### src/rtl/ahb_dma_master.sv
// AHB-Lite write master for the RCC-programmed DMA fill: descending word addresses, ascending data.
// Latency: NONSEQ on the bus the cycle after start is accepted; done one cycle after the last data phase.
// Backpressure: HREADY low holds the whole bus; `DMA_ERR_ABORT_EN enables abort on an HRESP error.
module ahb_dma_master (
    input  logic        HCLK,
    input  logic        HRESETn,
    input  logic        start,
    input  logic [5:0]  RCC_Words_N,
    input  logic [15:0] RCC_DMA_ADDR_HIGH,
    input  logic [15:0] RCC_DMA_ADDR_LOW,
    input  logic [31:0] init_data,
    input  logic        HREADY,
    input  logic        HRESP,
    output logic [31:0] HADDR,
    output logic [1:0]  HTRANS,
    output logic        HWRITE,
    output logic [2:0]  HSIZE,
    output logic [2:0]  HBURST,
    output logic [31:0] HWDATA,
    output logic        busy,
    output logic        done,
    output logic        err
);

    localparam logic [1:0] HT_IDLE   = 2'b00;
    localparam logic [1:0] HT_NONSEQ = 2'b10;
    localparam logic [1:0] HT_SEQ    = 2'b11;

    typedef enum logic [1:0] {
        S_IDLE  = 2'd0,
        S_FIRST = 2'd1,
        S_BURST = 2'd2,
        S_LAST  = 2'd3
    } state_t;

    state_t      r_state;
    logic [5:0]  r_cnt;
    logic [31:0] r_haddr;
    logic [31:0] r_data;
    logic [1:0]  r_htrans;
    logic [31:0] r_hwdata;
    logic        r_done;
    logic        r_err;

    state_t      w_state_nxt;
    logic [5:0]  w_cnt_nxt;
    logic [31:0] w_haddr_nxt;
    logic [31:0] w_data_nxt;
    logic [1:0]  w_htrans_nxt;
    logic [31:0] w_hwdata_nxt;
    logic        w_done_nxt;
    logic        w_err_nxt;
    logic        w_abort;

    // An error can only be reported while a data phase is outstanding (BURST or LAST).
`ifdef DMA_ERR_ABORT_EN
    assign w_abort = ((r_state == S_BURST) || (r_state == S_LAST)) && HRESP && !HREADY;
`else
    logic w_unused_hresp;
    assign w_unused_hresp = HRESP;
    assign w_abort        = 1'b0;
`endif

    always_ff @(posedge HCLK or negedge HRESETn) begin
        if (!HRESETn) begin
            r_state <= S_IDLE;
        end else begin
            r_state <= w_state_nxt;
        end
    end

    always_ff @(posedge HCLK or negedge HRESETn) begin
        if (!HRESETn) begin
            r_cnt    <= 6'd0;
            r_haddr  <= 32'd0;
            r_data   <= 32'd0;
            r_htrans <= HT_IDLE;
            r_hwdata <= 32'd0;
            r_done   <= 1'b0;
            r_err    <= 1'b0;
        end else begin
            r_cnt    <= w_cnt_nxt;
            r_haddr  <= w_haddr_nxt;
            r_data   <= w_data_nxt;
            r_htrans <= w_htrans_nxt;
            r_hwdata <= w_hwdata_nxt;
            r_done   <= w_done_nxt;
            r_err    <= w_err_nxt;
        end
    end

    always_comb begin
        w_state_nxt  = r_state;
        w_cnt_nxt    = r_cnt;
        w_haddr_nxt  = r_haddr;
        w_data_nxt   = r_data;
        w_htrans_nxt = r_htrans;
        w_hwdata_nxt = r_hwdata;
        w_done_nxt   = 1'b0;
        w_err_nxt    = r_err;

        if (w_abort) begin
            w_state_nxt  = S_IDLE;
            w_htrans_nxt = HT_IDLE;
            w_cnt_nxt    = 6'd0;
            w_err_nxt    = 1'b1;
            w_done_nxt   = 1'b1;
        end else begin
            case (r_state)
                S_IDLE: begin
                    if (start) begin
                        w_err_nxt = 1'b0;
                        if (RCC_Words_N != 6'd0) begin
                            w_state_nxt  = S_FIRST;
                            w_cnt_nxt    = RCC_Words_N;
                            w_haddr_nxt  = {RCC_DMA_ADDR_HIGH, RCC_DMA_ADDR_LOW};
                            w_data_nxt   = init_data;
                            w_htrans_nxt = HT_NONSEQ;
                        end else begin
                            w_done_nxt = 1'b1;
                        end
                    end
                end
                S_FIRST, S_BURST: begin
                    // Address phase accepted: its data moves to the data phase next cycle.
                    if (HREADY) begin
                        w_hwdata_nxt = r_data;
                        w_data_nxt   = r_data + 32'd1;
                        w_cnt_nxt    = r_cnt - 6'd1;
                        if (r_cnt == 6'd1) begin
                            w_state_nxt  = S_LAST;
                            w_htrans_nxt = HT_IDLE;
                        end else begin
                            w_state_nxt  = S_BURST;
                            w_haddr_nxt  = r_haddr - 32'd1;
                            w_htrans_nxt = HT_SEQ;
                        end
                    end
                end
                S_LAST: begin
                    if (HREADY) begin
                        w_state_nxt = S_IDLE;
                        w_done_nxt  = 1'b1;
                    end
                end
                default: begin
                    w_state_nxt  = S_IDLE;
                    w_htrans_nxt = HT_IDLE;
                end
            endcase
        end
    end

    assign HADDR  = r_haddr;
    assign HTRANS = r_htrans;
    assign HWRITE = (r_htrans != HT_IDLE);
    assign HSIZE  = 3'b010;
    assign HBURST = 3'b001;
    assign HWDATA = r_hwdata;
    assign busy   = (r_state != S_IDLE);
    assign done   = r_done;
    assign err    = r_err;

endmodule
### config.mk
export PLATFORM = sky130hd
export DESIGN_NAME = ahb_dma_master
export DESIGN_NICKNAME = d
export VERILOG_FILES = /design/src/rtl/ahb_dma_master.sv
export SDC_FILE = /design/constraint.sdc
export NUM_CORES = 1
export LEC_CHECK = 0
export CAP_MARGIN = 40
export CELL_PAD_IN_SITES_DETAIL_PLACEMENT = 0
export CELL_PAD_IN_SITES_GLOBAL_PLACEMENT = 1
export CORE_UTILIZATION = 31
export DETAILED_ROUTE_END_ITERATION = 7
export DONT_BUFFER_PORTS = 1
export PLACE_DENSITY_LB_ADDON = 0.1
export SYNTH_ARGS = -nofsm -noshare
export SYNTH_HDL_FRONTEND = slang
export SYNTH_SLANG_ARGS = --single-unit
export TNS_END_PERCENT = 50
### constraint.sdc
create_clock -name HCLK -period 2.9 [get_ports HCLK]
set_input_delay 0.58 -clock HCLK [delete_from_list [all_inputs] [get_ports HCLK]]
set_output_delay 0.58 -clock HCLK [all_outputs]
set_load 0.02 [all_outputs]
==> reports/results.tsv <==
stage	metric	value	unit
run_status	outcome	finished, violations left	
run_status	failing checks	hold timing	
logic_synthesis	fraction of registers with async set/reset	1.00	
die	starting density of the core	0.317	
power_and_ir_drop	maximum vdd drop	0.704	mV
worst_setup_path	critical path arrival	2.92	ns
logic_synthesis	Netlist cell types	65	
timing	Layout Skew	0.00960	ns
cts	Clk pin slew, worst setup/hold paths	0.08	ns
power_and_ir_drop	part of the power in combinational logic	0.532	
timing	Max Fclk	381	MHz
placement	port bufs	0	
logic_synthesis	Main synth FF type	dfrtp_1	
logic_synthesis	Syn Area/Cell	9.07	µm²
die	Die Span Y	143	µm
routing	DR WL/cell	20.6	µm
routing	vias per std cell	5.60	
cts	H-Tree Level Count	3	
placement	Cell Area, Placed	6620	µm²
timing	TNS Setup	0	ns
timing	final worst slack	0.276	ns
cells_and_area	layout cell share with drive strength beyond 1	0.172	
routing	antenna-violating nets left	0	
cells_and_area	utilization after layout	0.354	
global_routing	Top Usage Layer GRT	met1	
global_routing	antenna violations before repair	0	
worst_setup_path	CP Launch Type	flip-flop	
logic_synthesis	Yosys top cell by area	dfrtp_1	
cells_and_area	Syn-to-layout area delta	11.7	%
worst_setup_path	crit path capture type	flip-flop	
logic_synthesis	largest cells by area after synthesis	dfrtp_1, mux2_2, a21oi_1	
routing	DR pass1 iterations	7	
power_and_ir_drop	Sequential Power Share	0.344	
logic_synthesis	synth cell count leaders	dfrtp_1, a21oi_1, nand2_1	
worst_setup_path	crit path max fanout	7	
placement	Place WS	0.260	ns
timing	Hold Violations, Final	107	
timing	worst slew pin tran	0.679	ns
logic_synthesis	dominant cell by count in the synthesized netlist	dfrtp_1	
placement	dpl cells	939	
global_routing	vias in the first global route	5194	
routing	drt total wl	19.7	mm
global_routing	GR Layer Usage met2	0.288	
cts	# resized after CTS	0	
logic_synthesis	Netlist Area Pre-Place	6180	µm²
cells_and_area	register area	2680	µm²
worst_setup_path	R2R cell count	5	
timing	RSZ-0062 raised after global routing	no	
power_and_ir_drop	Pint	5.02	mW
cts	Max Buffers Root-to-Sink	2	
global_routing	met3 Use GR	0.0493	
routing	DRC	0	
logic_synthesis	YS warnings	0	
cells_and_area	fillcell total	2079	
routing	via count	5346	
power_and_ir_drop	switching pwr	4.92	mW
cells_and_area	final instance area	6910	µm²
die	die width	143	µm
worst_setup_path	Req. time, crit path	3.19	ns
cts	Skew-Pair Late Insertion Delay	0.36	ns
die	Die ar.	20500	µm²
worst_setup_path	CP Class	reg -> reg	
power_and_ir_drop	Switching Fraction	0.495	
cts	cts bufs inserted	9	
power_and_ir_drop	Pleak	2.73	nW
cells_and_area	Net count, final	766	
power_and_ir_drop	pwr/cell area	1440	nW/µm²
cts	clock root buffer	clkbuf_16	
die	Rows	51	
logic_synthesis	Post-synth EDFFs	0	
job	Max-Cap Viols	0	
global_routing	largest net degree at the start of global routing	108	
timing	Final Setup Violations	0	
timing	Worst slew margin	0.544	
cts	Post-CTS Setup Inserts	0	
cells_and_area	Diodes inserted	0	
die	core area	19500	µm²
global_routing	met1 GRT Util	0.290	
cts	Sinks on Clock Net	107	
die	Ports	151	
power_and_ir_drop	clock power share	0.124	
timing	worst hold slack	-0.0840	ns
placement	RD Place Congestion	0.784	
placement	DPL Wire Length	13.6	mm
logic_synthesis	Synth top area share	0.433	
timing	minimum clock period	2.62	ns
global_routing	grt total ovfl	0	
cts	CTS tree	built	
timing	Final Max Tran Viols	0	
timing	Tcrit/Tclk final	0.905	
logic_synthesis	post-synthesis sequential area ratio	0.433	
routing	DRT iter0 DRCs	359	
global_routing	All-Layer GR Usage	0.198	
logic_synthesis	Post-Synthesis Cells	682	
cells_and_area	area of the multi-input gates	3200	µm²
hold_path	HP Class	in -> async	
logic_synthesis	Synth Register Bits	107	
cells_and_area	Layout Cells excl Fill	955	
global_routing	first-pass GRT wire length	30.7	mm
-- worst max-delay path, cell delays in order, from the launching register on --
cell and delay [ns]:
dfrtp_1 0.38, or4_1 0.60, or4_1 0.59, or2_0 0.39, or4b_1 0.51, nand3_1 0.09
-- layout make-up --
class / instances / area share
multi-input combinational: 506 / 0.464
sequential: 107 / 0.388
timing repair buffer: 45 / 0.0507
tap: 265 / 0.0480
clock buffer: 13 / 0.0377
inverter: 16 / 0.00870
clock inverter: 3 / 0.00326
-- state kept, by name (all words and copies together), names as in the netlist --
| register | flops |
|---|---|
| HADDR | 32 |
| HWDATA | 32 |
| r_cnt | 6 |
| HTRANS | 2 |
| r_state | 2 |
| done | 1 |
| r_data | 32 |
-- cells in the final DEF (no fill, tap or decap), types with 3 or more instances in the layout --
cell	Yosys	routed
a211oi_1	5	5
a21o_1	5	5
a21oi_1	59	59
a22oi_1	8	8
a2bb2oi_1	4	4
a31oi_1	3	3
and3_1	8	8
and4_1	3	3
buf_4	7	44
clkbuf_16	0	9
conb_1	2	7
dfrtp_1	107	107
ha_1	6	5
inv_1	15	15
mux2_2	34	34
mux2i_1	24	24
nand2_1	54	52
nand2b_1	7	7
nand3_1	34	34
nand4_1	14	14
nor2_1	43	43
nor3_1	24	24
nor4_1	15	15
o211ai_1	6	6
o21ai_0	30	30
o22ai_1	45	45
o31ai_1	4	4
or2_2	8	8
or3_1	12	12
or4_1	8	8
or4_4	3	3
or4b_2	3	3
-- path summary, 6_finish.rpt --
kind                                            from    endpoint  slack [ns]
worst min register to register              r_cnt[0]    r_cnt[0]        0.54
worst min-delay path                         HRESETn   HWDATA[9]       -0.08
worst max register to register             HADDR[18]   HADDR[30]        0.28
max in group asynchronous                    HRESETn  r_data[16]        2.82
min in group HCLK               RCC_DMA_ADDR_LOW[13]   HADDR[13]        0.37
worst max-delay path                       HADDR[18]   HADDR[30]        0.28
-- kinds of logic after synthesis --
| family | after synthesis | synth area share |
|---|---|---|
| AND/OR/NAND/NOR | 247 | 0.209 |
| AO/OA/AOI/OAI | 188 | 0.188 |
| flip-flops | 107 | 0.433 |
| buffers and inverters | 74 | 0.0558 |
| multiplexers | 58 | 0.101 |
| adder cells (fa/ha/maj) | 6 | 0.0121 |
| other | 2 | 0.00121 |
-- through the flow --
step	power (mW)	hold WS, ns
after global routing	10.8	-0.108
after CTS	10.0	-0.102
after floorplan	7.09	0.284
after global placement	8.63	0.288
after detailed placement	8.76	0.289
final	9.94	-0.0840
-- routing by layer --
| layer | up-vias | share of wire |
|---|---|---|
| met5 | - | 0 |
| met4 | 0 | 0.0082 |
| met3 | 10 | 0.062 |
| met2 | 128 | 0.44 |
| met1 | 2658 | 0.49 |
| li1 | 2550 | - |
-- power groups by stage --
stage	combinational, mW	clock (mW)	sequential (mW)
floorplan	3.73	0	3.36
global placement	5.20	0	3.43
detailed placement	5.31	0	3.45
CTS	5.33	1.28	3.42
global route	5.93	1.34	3.56
finish	5.29	1.23	3.42
(Power assumes the default switching activity.)
